==> src/rtl/regfile_scoreboard.sv <==
// rtl/regfile_scoreboard.sv - 32x32 register file with writeback bypass and per-register busy scoreboard
// Two combinational read ports, one writeback port, issue-time destination reservation.
module regfile_scoreboard #(
  parameter int WIDTH = 32,
  parameter int NREGS = 32,
  parameter int AW    = 5
) (
  input  logic             clk,
  input  logic             reset,
  input  logic [AW-1:0]    ra1,
  input  logic [AW-1:0]    ra2,
  output logic [WIDTH-1:0] rd1,
  output logic [WIDTH-1:0] rd2,
  output logic             rdy1,
  output logic             rdy2,
  input  logic             issue_en,
  input  logic [AW-1:0]    issue_addr,
  input  logic             wb_en,
  input  logic [AW-1:0]    wb_addr,
  input  logic [WIDTH-1:0] wb_data,
  output logic             busy_err,
  output logic [AW:0]      pending_count
);

  logic [WIDTH-1:0] regs_q [NREGS];
  logic [NREGS-1:0] busy_q, busy_d;
  logic             busy_err_q, busy_err_d;
  logic [AW:0]      pending_count_q, pending_count_d;

  logic wb_live, issue_live;

  assign wb_live    = wb_en && (wb_addr != '0);
  assign issue_live = issue_en && (issue_addr != '0);

  // Issue is applied after writeback so a same-cycle new producer keeps the register busy.
  always_comb begin
    busy_d = busy_q;
    if (wb_live) busy_d[wb_addr] = 1'b0;
    if (issue_live) busy_d[issue_addr] = 1'b1;

    busy_err_d = issue_live && busy_q[issue_addr] && !(wb_live && (wb_addr == issue_addr));

    pending_count_d = '0;
    for (int i = 0; i < NREGS; i++) begin
      pending_count_d = pending_count_d + {{AW{1'b0}}, busy_d[i]};
    end
  end

  always_ff @(posedge clk) begin
    if (reset) begin
      for (int i = 0; i < NREGS; i++) begin
        regs_q[i] <= '0;
      end
      busy_q          <= '0;
      busy_err_q      <= 1'b0;
      pending_count_q <= '0;
    end else begin
      if (wb_live) regs_q[wb_addr] <= wb_data;
      busy_q          <= busy_d;
      busy_err_q      <= busy_err_d;
      pending_count_q <= pending_count_d;
    end
  end

  // Read ports: register 0 is constant zero, then writeback bypass, then storage.
  always_comb begin
    rd1  = '0;
    rdy1 = 1'b1;
    if (ra1 != '0) begin
      if (wb_en && (wb_addr == ra1)) begin
        rd1  = wb_data;
        rdy1 = 1'b1;
      end else begin
        rd1  = regs_q[ra1];
        rdy1 = ~busy_q[ra1];
      end
    end
  end

  always_comb begin
    rd2  = '0;
    rdy2 = 1'b1;
    if (ra2 != '0) begin
      if (wb_en && (wb_addr == ra2)) begin
        rd2  = wb_data;
        rdy2 = 1'b1;
      end else begin
        rd2  = regs_q[ra2];
        rdy2 = ~busy_q[ra2];
      end
    end
  end

  assign busy_err      = busy_err_q;
  assign pending_count = pending_count_q;

endmodule
==> config.mk <==
export PLATFORM = sky130hd
export DESIGN_NAME = regfile_scoreboard
export DESIGN_NICKNAME = d
export VERILOG_FILES = /design/src/rtl/regfile_scoreboard.sv
export SDC_FILE = /design/constraint.sdc
export NUM_CORES = 2
export LEC_CHECK = 0
export ABC_AREA = 0
export CAP_MARGIN = 20
export CORE_AREA = 2 2 445 447
export CTS_CLUSTER_SIZE = 24
export DETAILED_ROUTE_END_ITERATION = 16
export DIE_AREA = 0 0 447 449
export PLACE_DENSITY = 0.44
export SYNTH_ARGS = -nofsm -noshare
export SYNTH_HDL_FRONTEND = slang
export SYNTH_SLANG_ARGS = --single-unit
==> constraint.sdc <==
create_clock -name clk -period 6.8 [get_ports clk]
set_clock_uncertainty 0.2 [all_clocks]
set_input_delay 1.36 -clock clk [delete_from_list [all_inputs] [get_ports clk]]
set_output_delay 1.36 -clock clk [all_outputs]
set_load 0.05 [all_outputs]
==> out/results.txt <==
Site row count = 163
IO Pins = 129
Synth Area in Compound Gates = 0.05720
Critical Path Start Type = input port
Final TNS setup = 0 ns
Avg Inst Size Synth = 14.09 µm²
DR WL met2 = 112400 µm
Register area share after synthesis = 0.5387
Mux cell area share after synthesis = 0.2106
Synth Area in Simple Gates = 0.1429
Die H = 449 µm
Routed length on met1 = 103600 µm
DRC Markers = 0
Clock share of power = 0.398
#FFs+latches synth = 1063
Critical Path RT = 7.23 ns
YS warnings = 0
CTS buffer count = 130
Cells after synthesis = 4153
Synth Flop Type = edfxtp_1
EDFF count, synth = 1024
Peak supply drop = 0.0002675 V
Main combinational cell family by area after synthesis = multiplexers
RePlAce Congestion = 0.9155
Pwr Density = 250.6 nW/µm²
Max Clock Freq = 152.4 MHz
Synth Area in XOR/XNOR = 0.002544
Drt wl/cell = 34.11 µm
Min Tclk post-route = 6.562 ns
CP endpoint kind = register
Maximum fanout along the worst path = 5
Vias per cell = 5.497
Post-Synth Adder-Cell Area = 0.009705
Filler cells = 18990
Vias in the first global route = 39300
Clock Pin Slew Worst Setup and Hold Paths = 0.06 ns
Dominant cell type by area after synthesis = edfxtp_1
Synthesized area = 58530 µm²
Unrepaired setup endpoints after global routing = no
Total grt overflow = 0
Router iterations before antenna repair = 8
Final Setup Violations = 0
Synth cell count leaders = edfxtp_1 (1024), and2_1 (998), mux4_2 (431)
Internal power = 0.01242 W
Max_slew headroom = 0.2582
CTS tree = done
Status = finished clean
Switching Share = 0.2768
Die Span X = 447 µm
Yosys cell types = 64
Combinational share of power = 0.153
Worst Hold Class = reg2reg
First-pass GRT wire length = 330700 µm
Worst skew pair latency = 0.79 ns
Async SR Flop Fraction = 0
Starting Density = 0.2983
Die area = 200700 µm²
Largest net degree at the start of global routing = 85
1st-iter DRT viols = 4622
Post-DP HPWL = 156800 µm
Switch Pwr = 0.004755 W
Post-route ant nets = 0
Clock tree buffer depth = 3
H-tree depth = 4
Highest routed layer = met5
Met3 WL = 17580 µm
Main area contributors after synthesis = edfxtp_1 (53%), mux4_2 (17%), and2_1 (11%)
Crit path DAT = 7.00 ns
WL final = 241500 µm
Initial antenna violation count = 41
Tcrit/Tclk final = 0.9651
Total GRT Usage = 0.2381
Area added between synthesis and finish = 17.12%
Final Hold Vio Count = 0
Root buffer cell = clkbuf_16
Critical path type = in2reg
Max-slew violation count = 0
Sequential share of power = 0.449
Most numerous cell in the Yosys netlist = edfxtp_1
MaxCap Viol Count = 0
Fin nets = 4424
Layout cells sized above 1 = 0.2538
Final Util = 0.3494
Worst-margin pin slew = 1.110 ns
Core region area = 196200 µm²
Leakage = 24.03 nW
IO Port Bufs = 128
Post-CTS Setup Bufs = 0
Yosys top cell area share = 0.5254
Vias after detailed routing = 38910
Clk sinks = 1063
[area by class of cell]
type                    count  area, µm²  share of cell area
inverters                  34      128.9            0.001880
clock inverters            71      621.8            0.009071
flip-flops and latches   1063      31530              0.4599
repair buffers            455       4313             0.06291
diodes                      6      15.01           0.0002190
well taps                2640       3303             0.04818
multi-input cells        2653      25250              0.3683
clock buffers             157       3397             0.04955
[layout by cell type, fill, tap and decap left out, types with 59 or more instances in the layout]
master	Yosys	final
a221oi_1	61	61
clkbuf_16	0	132
buf_12	5	59
a22oi_1	65	64
buf_4	20	336
mux2i_1	221	221
mux4_2	431	431
nand2_1	81	81
o21ai_0	65	65
edfxtp_1	1024	1024
o22ai_1	92	92
nor2_1	122	87
and2_1	998	998
[state kept, by name, summed over array words and instances, names as in the netlist]
| name | count |
|---|---|
| regs_q | 1024 |
| busy_q | 32 |
| pending_count | 6 |
| busy_err | 1 |
[kinds of logic (layout without fill, tap and decap cells)]
family | count (synthesis) | after routing
AND/OR/NAND/NOR | 1428 | 1428
flip-flops | 1063 | 1063
multiplexers | 680 | 680
buffers and inverters | 468 | 717
AO/OA/AOI/OAI | 465 | 465
adder cells (fa/ha/maj) | 31 | 31
XOR/XNOR | 17 | 17
other | 1 | 38
[through the flow]
stage	instances	setup slack (ns)	total power (W)	hold WS [ns]	instance area, µm²
after global routing	7075	0.005003	0.01764	0.4166	68540
after detailed placement	6845	-0.5446	0.01048	0.3784	64510
final	7079	0.2376	0.01718	0.3983	68550
after floorplan	4184	0.01224	0.009271	0.2767	58670
after CTS	7073	0.2323	0.01728	0.3876	68530
after global placement	6842	-0.5701	0.01047	0.3668	64460
[repair_timing]
action / in CTS / in global routing
setup endpoints to repair: 0 / 1
hold endpoints to repair: 0 / 0
hold buffers: 0 / 0
resized for setup: 0 / 2
[power by group through the flow]
| stage | Clock (W) | Sequential [W] | Combinational (W) |
|---|---|---|---|
| 2_1_floorplan | 0 | 0.00780 | 0.00148 |
| 3_3_place_gp | 0 | 0.00784 | 0.00263 |
| 3_5_place_dp | 0 | 0.00785 | 0.00262 |
| 4_1_cts | 0.00693 | 0.00772 | 0.00263 |
| 5_1_grt | 0.00716 | 0.00776 | 0.00272 |
| 6_report | 0.00683 | 0.00772 | 0.00262 |
[critical path: stages]
cell,delay [ns]
clkdlybuf4s50_1,0.56
nand2_1,0.11
nor2_1,0.20
nand2_1,0.11
a22o_1,0.28
fa_1,0.53
inv_1,0.06
fa_1,0.52
inv_1,0.06
fa_1,0.51
inv_1,0.07
fa_1,0.50
fa_1,0.52
inv_1,0.05
fa_1,0.45
ha_1,0.22
inv_1,0.09
fa_2,0.21
inv_1,0.04
a21o_1,0.16
a21oi_1,0.16
xor2_1,0.17
nor2_1,0.06
[routing by layer]
layer	up-vias	GRT usage
met5	-	0
li1	16210	-
met1	20590	0.3338
met3	315	0.03938
met2	1784	0.3753
met4	6	0.07607
[path summary, 6_finish.rpt]
path / from / endpoint / slack (ns) / cells past startpoint
max: wb_addr[2] / pending_count[4]$_SDFF_PP0_ / 0.24 / 23
min: busy_q[0]$_SDFF_PP0_ / busy_q[0]$_SDFF_PP0_ / 0.40 / 1
max reg2reg: busy_q[21]$_SDFF_PP0_ / pending_count[4]$_SDFF_PP0_ / 1.48 / 19
min reg2reg: busy_q[0]$_SDFF_PP0_ / busy_q[0]$_SDFF_PP0_ / 0.40 / 1
(Power assumes the default switching activity.)
